<file path="config.mk">
export PLATFORM = sky130hd
export DESIGN_NAME = keypad_scan_debounce
export DESIGN_NICKNAME = d
export VERILOG_FILES = /design/src/rtl/keypad_pkg.sv /design/src/rtl/keypad_debounce.sv /design/src/rtl/keypad_scan_debounce.sv
export SDC_FILE = /design/constraint.sdc
export NUM_CORES = 1
export LEC_CHECK = 0
export CORE_MARGIN = 10
export CORE_UTILIZATION = 37
export CTS_CLUSTER_DIAMETER = 100
export CTS_CLUSTER_SIZE = 8
export DETAILED_ROUTE_END_ITERATION = 10
export PLACE_DENSITY_LB_ADDON = 0.3
export SLEW_MARGIN = 20
export SYNTH_ARGS = -nofsm -noshare
export SYNTH_HDL_FRONTEND = slang
export SYNTH_SLANG_ARGS = --single-unit
</file>
<file path="constraint.sdc">
create_clock -name clk -period 5.2 [get_ports clk]
set_input_delay 0.52 -clock clk [delete_from_list [all_inputs] [get_ports clk]]
set_output_delay 0.52 -clock clk [all_outputs]
set_load 0.005 [all_outputs]
</file>
<file path="src/rtl/keypad_pkg.sv">
// Shared types and helpers for the 4x4 matrix keypad scanner.
package keypad_pkg;

  localparam int KP_ROWS = 4;
  localparam int KP_COLS = 4;

  typedef enum logic [1:0] {IDLE, PRESS_CHK, HELD, RELEASE_CHK} kp_state_t;
  typedef enum logic [1:0] {F_NONE, F_SINGLE, F_MULTI} kp_frame_t;

  function automatic logic [3:0] kp_encode(input logic [1:0] row, input logic [1:0] col);
    return {row, col};
  endfunction

endpackage

</file>
<file path="src/rtl/keypad_debounce.sv">
// Frame-level press/release debouncer: accepts a key after DEBOUNCE identical single-key
// frames, releases after DEBOUNCE key-free frames; outputs registered, strobe lasts one cycle.
module keypad_debounce
  import keypad_pkg::*;
#(
  parameter int DEBOUNCE = 3
) (
  input  logic       clk,
  input  logic       rst,
  input  logic       frame_done_i,
  input  kp_frame_t  frame_type_i,
  input  logic [3:0] frame_code_i,
  output logic [3:0] key_code_o,
  output logic       key_valid_o,
  output logic       key_strobe_o
);

  localparam int CW = (DEBOUNCE > 1) ? $clog2(DEBOUNCE + 1) : 1;
  // cnt value at which one more matching frame completes the run
  localparam logic [CW-1:0] LAST = CW'(DEBOUNCE - 1);

  kp_state_t  state_q;
  logic [CW-1:0] cnt_q;
  logic [3:0] cand_q;
  logic [3:0] key_code_q;
  logic       key_valid_q;
  logic       key_strobe_q;
  logic       run_done;

  assign run_done = (cnt_q >= LAST);

  always_ff @(posedge clk or negedge rst) begin
    if (!rst) begin
      state_q      <= IDLE;
      cnt_q        <= '0;
      cand_q       <= '0;
      key_code_q   <= '0;
      key_valid_q  <= 1'b0;
      key_strobe_q <= 1'b0;
    end else begin
      key_strobe_q <= 1'b0;
      if (frame_done_i) begin
        unique case (state_q)
          IDLE: begin
            if (frame_type_i == F_SINGLE) begin
              cand_q <= frame_code_i;
              cnt_q  <= CW'(1);
              if (DEBOUNCE == 1) begin
                key_code_q   <= frame_code_i;
                key_valid_q  <= 1'b1;
                key_strobe_q <= 1'b1;
                state_q      <= HELD;
              end else begin
                state_q <= PRESS_CHK;
              end
            end
          end
          PRESS_CHK: begin
            if (frame_type_i == F_SINGLE && frame_code_i == cand_q) begin
              if (run_done) begin
                cnt_q        <= CW'(DEBOUNCE);
                key_code_q   <= cand_q;
                key_valid_q  <= 1'b1;
                key_strobe_q <= 1'b1;
                state_q      <= HELD;
              end else begin
                cnt_q <= cnt_q + CW'(1);
              end
            end else if (frame_type_i == F_SINGLE) begin
              cand_q <= frame_code_i;
              cnt_q  <= CW'(1);
            end else begin
              cnt_q   <= '0;
              state_q <= IDLE;
            end
          end
          HELD: begin
            // No rollover: only a key-free frame can start a release
            if (frame_type_i == F_NONE) begin
              cnt_q <= CW'(1);
              if (DEBOUNCE == 1) begin
                key_valid_q <= 1'b0;
                cnt_q       <= '0;
                state_q     <= IDLE;
              end else begin
                state_q <= RELEASE_CHK;
              end
            end
          end
          RELEASE_CHK: begin
            if (frame_type_i == F_NONE) begin
              if (run_done) begin
                cnt_q       <= '0;
                key_valid_q <= 1'b0;
                state_q     <= IDLE;
              end else begin
                cnt_q <= cnt_q + CW'(1);
              end
            end else begin
              state_q <= HELD;
            end
          end
          default: state_q <= IDLE;
        endcase
      end
    end
  end

  assign key_code_o   = key_code_q;
  assign key_valid_o  = key_valid_q;
  assign key_strobe_o = key_strobe_q;

endmodule

</file>
<file path="src/rtl/keypad_scan_debounce.sv">
// 4x4 keypad front end: walks the active-low rows, samples columns at the end of each row slot,
// merges the four slots into one frame verdict and hands it to the debouncer.
module keypad_scan_debounce
  import keypad_pkg::*;
#(
  parameter int SCAN_DIV = 250000,
  parameter int DEBOUNCE = 3
) (
  input  logic       clk,
  input  logic       rst,
  input  logic [3:0] keypad_col,
  output logic [3:0] keypad_row,
  output logic [3:0] key_code,
  output logic       key_valid,
  output logic       key_strobe
);

  localparam int DW = (SCAN_DIV > 2) ? $clog2(SCAN_DIV) : 1;

  logic [DW-1:0] div_cnt_q, div_cnt_d;
  logic [1:0]    row_q, row_d;
  logic [3:0]    row_drv_q;
  logic [1:0]    acc_n_q;
  logic [3:0]    acc_code_q;

  logic          slot_end;
  logic [1:0]    slot_n;
  logic [1:0]    slot_col;
  logic [2:0]    sum_n;
  logic [1:0]    merged_n;
  logic [3:0]    merged_code;
  logic          frame_done;
  kp_frame_t     frame_type;

  assign slot_end   = (div_cnt_q == DW'(SCAN_DIV - 1));
  assign frame_done = slot_end && (row_q == 2'd3);

  always_comb begin
    div_cnt_d = slot_end ? '0 : div_cnt_q + DW'(1);
    row_d     = slot_end ? row_q + 2'd1 : row_q;
  end

  // Contact count saturates at 2: anything beyond one closed contact is just "multi"
  always_comb begin
    slot_n   = 2'd0;
    slot_col = 2'd0;
    for (int c = 0; c < KP_COLS; c++) begin
      if (!keypad_col[c]) begin
        slot_col = 2'(c);
        slot_n   = (slot_n == 2'd0) ? 2'd1 : 2'd2;
      end
    end
    sum_n       = {1'b0, acc_n_q} + {1'b0, slot_n};
    merged_n    = (sum_n > 3'd1) ? 2'd2 : sum_n[1:0];
    merged_code = (slot_n == 2'd1) ? kp_encode(row_q, slot_col) : acc_code_q;
    case (merged_n)
      2'd0:    frame_type = F_NONE;
      2'd1:    frame_type = F_SINGLE;
      default: frame_type = F_MULTI;
    endcase
  end

  always_ff @(posedge clk or negedge rst) begin
    if (!rst) begin
      div_cnt_q  <= '0;
      row_q      <= '0;
      row_drv_q  <= 4'b1110;
      acc_n_q    <= '0;
      acc_code_q <= '0;
    end else begin
      div_cnt_q <= div_cnt_d;
      row_q     <= row_d;
      row_drv_q <= ~(4'b0001 << row_d);
      if (slot_end) begin
        if (row_q == 2'd3) begin
          acc_n_q    <= '0;
          acc_code_q <= '0;
        end else begin
          acc_n_q    <= merged_n;
          acc_code_q <= merged_code;
        end
      end
    end
  end

  assign keypad_row = row_drv_q;

  keypad_debounce #(
    .DEBOUNCE(DEBOUNCE)
  ) u_debounce (
    .clk          (clk),
    .rst          (rst),
    .frame_done_i (frame_done),
    .frame_type_i (frame_type),
    .frame_code_i (merged_code),
    .key_code_o   (key_code),
    .key_valid_o  (key_valid),
    .key_strobe_o (key_strobe)
  );

endmodule

</file>
==> flow_summary.yaml <==
setup_path:
  r2r_end: "u_debounce.key_code_o[2]$_DFFE_PN0P_"
  timing.rr.start: "acc_n_q[0]$_DFFE_PN0N_"
  critical_path_class: "input pin to flip-flop"
  path_buf_inv: 2
  worst_setup_path_start_kind: "input pin"
  worstRegToRegCells: 9
  critPathSlowestCell: "or4_4"
  end_kind: "flip-flop"
  crit_chain: "clkdlybuf4s50_1 -> inv_1 -> ha_1 -> xnor2_1 -> a32o_1 -> or4_4 -> a2111oi_4 -> a2111o_1 -> mux2_2"
  cpLargestDelayFamily: "compound AO/OA/AOI/OAI gates"
  worst-r2r-setup-slack_ns: 2.80
  required_ns: 5.39
  crit_arrival_ns: 3.73
  path_max_fanout: 15
  max_stage_delay_ns: 0.60
die:
  fp.dieW_um: 99.4
  chipHeight_um: 99.4
  rows: 28
  start_util_pct: 38.7
  dieArea_mm2: 0.00988
  core_mm2: 0.00603
  boundaryPins: 16
yosys:
  async_flop_share_pct: 100
  synth_top_area_share_pct: 44.0
  syn-num-nets: 245
  yosys_warnings: 0
  synthMuxAreaShare_pct: 5.63
  synth_edf_count: 0
  ys_ff_latch: 44
  synth_ff_type: "dfrtp_1"
  seq_area_frac_synth_pct: 47.3
  synth_area_leaders: "dfrtp_1 44%, xnor2_1 4.5%, mux2_2 4.3%, dfstp_2 3.4%, ha_1 3.2%"
  synthSimpleGateAreaFrac_pct: 18.8
  synth_top_family_by_area: "simple AND/OR/NAND/NOR gates"
  synth-compound-area-share_pct: 12.9
  syn_avg_cell_area_um2: 10.1
  synth-xor-area-share_pct: 7.51
  yosys.area_share.adder_pct: 4.08
  yosysUniqueCellTypes: 48
  synth_largest_area_cell: "dfrtp_1"
  syn_inst: 232
  synth.cell_area_mm2: 0.00233
grt:
  grt_antenna_before_repair: 0
  grt_use_total_pct: 9.96
  grt_max_degree: 45
  grt_overflow: 0
  grt_pass1_vias: 1713
  grt_pass1_wl_um: 8270
drt:
  drc: 0
  vias: 1705
  wl_um: 4560
  firstDrtPassIters: 4
  drt_iter0_drc: 67
  wire_per_inst_um: 14.1
  via_per_inst: 5.26
  detail-route-antenna-nets: 0
sta:
  max_freq_mhz: 283
  fin_skew_ns: 0.00395
  tns_ns: 0
  finalSetupViolations: 0
  final-max-slew-violation-count: 0
  tightest_slew_ns: 0.959
  setup_ws_ns: 1.66
  hold_viol: 0
  relSlewSlack_pct: 36.1
  min_period_ns: 3.54
  rsz0062_at_grt: "no"
  fin_crit_sh_pct: 68.1
finish:
  postLayoutCellArea_mm2: 0.00268
  diodes: 0
  fillers: 608
  utilization_pct: 44.4
  syn2layout_area_growth_pct: 14.6
  final_cell_mix: "41 x dfrtp_1, 19 x nor2_1, 16 x inv_1, 16 x nand2_1, 15 x o21ai_0"
  final_common_cell: "dfrtp_1"
  drive_gt1_share_pct: 10.0
  num-nets-final: 261
place:
  gp_congestion: 0.828
  io_buffer_count: 15
  post-place-ws_ns: 1.34
  dp_hpwl_um: 3200
  placed_cell_area_mm2: 0.00255
clock_network:
  cts_tree: "yes"
  clock_latency_ns: 0.30
  clkTransAtPathRegs_ns: 0.08
  clkSinkCount: 44
  cts_resized: 0
  h-tree-depth: 2
  cts_buffer_depth: 2
  cts_setup_buffers: 0
  cts.hold.buffers_added: 0
  cts_buffers: 5
  ctsRootBufferMaster: "clkbuf_8"
outcome:
  status: "complete, no violations"
min_path:
  hold_path.class: "input pin to asynchronous set/reset pin"
flow_run:
  drv_cap: 0
power_and_ir_drop:
  leakagePower_nw: 1.22
  peakVddDrop_mv: 0.129
  p_per_area_mw_per_mm2: 252
cell families (layout without fill, tap and decap cells):
| family | count (synthesis) | after routing |
|---|---|---|
| AOI/OAI and AO/OA | 43 | 43 |
| xor gates and xnor gates | 20 | 20 |
| adders and majority gates | 7 | 7 |
| buffers and inverters | 23 | 40 |
| DFF | 44 | 44 |
| muxes | 12 | 12 |
| and+or+nand+nor | 83 | 83 |
state kept, by name, summed over array words and instances, names as in the netlist:
signal and flops:
div_cnt_q 18, acc_code_q 4, keypad_row 4, u_debounce.cand_q 4, u_debounce.key_code_o 4, acc_n_q 2
row_q 2, u_debounce.cnt_q 2, u_debounce.state_q 2, u_debounce.key_strobe_o 1, u_debounce.key_valid_o 1
power breakdown:
| group | switching, mW | total [mW] | internal [mW] |
|---|---|---|---|
| Combinational | 0.0301 | 0.0512 | 0.0211 |
| Clock | 0.123 | 0.280 | 0.157 |
| Sequential | 0.00135 | 0.344 | 0.343 |
| Total | 0.154 | 0.675 | 0.521 |
worst max-delay path by stage:
stage	slack (ns)	depth (start not counted)	endpoint	from
floorplan	2.19	14	u_debounce.key_code_o[0]$_DFFE_PN0P_	keypad_col[0]
global placement	1.39	15	u_debounce.key_code_o[3]$_DFFE_PN0P_	keypad_col[0]
detailed placement	1.34	9	u_debounce.cand_q[3]$_DFFE_PN0P_	keypad_col[0]
CTS	1.66	9	u_debounce.cand_q[3]$_DFFE_PN0P_	keypad_col[0]
global route	1.44	15	u_debounce.key_code_o[3]$_DFFE_PN0P_	keypad_col[1]
finish	1.66	9	u_debounce.cand_q[1]$_DFFE_PN0P_	keypad_col[0]
layout make-up:
| cell class | instances | area, um^2 | share of cell area, % |
|---|---|---|---|
| multi-input combinational | 165 | 1140 | 42.7 |
| sequential | 44 | 1100 | 41.3 |
| timing repair buffer | 16 | 153 | 5.71 |
| tap | 75 | 93.8 | 3.51 |
| clock buffer | 6 | 82.6 | 3.09 |
| inverter | 16 | 60.1 | 2.25 |
| clock inverter | 2 | 38.8 | 1.45 |
per-layer routing:
metal	global-route usage [%]	vias up	share of wire, %
li1	-	847	-
met1	13.1	827	49
met2	15.1	27	46
met3	2.42	4	3.3
met4	4.30	0	1.3
met5	0	-	0
Yosys cell counts, drive strengths merged, types with 2 or more instances:
| master | count |
|---|---|
| inv | 16 |
| ha | 6 |
| xor2 | 8 |
| o21ai | 15 |
| nor3 | 5 |
| dfstp | 3 |
| a21oi | 6 |
| nand3 | 10 |
| a21boi | 2 |
| and3 | 6 |
| mux2i | 3 |
| nor2b | 2 |
| nand3b | 2 |
| clkbuf | 6 |
| a31oi | 3 |
| nor3b | 4 |
| nand2b | 4 |
| xnor2 | 12 |
| and2 | 2 |
| dfrtp | 41 |
| mux2 | 9 |
| nor2 | 19 |
| a22o | 3 |
| nand2 | 17 |
| and4 | 2 |
| nand4 | 5 |
through the flow:
step	std cells	hold slack [ns]	power, mW
floorplan	232	0.224	0.385
global placement	316	0.486	0.402
detailed placement	316	0.493	0.403
CTS	324	0.410	0.684
global route	324	0.442	0.704
finish	324	0.365	0.675
(Power assumes the default switching activity.)
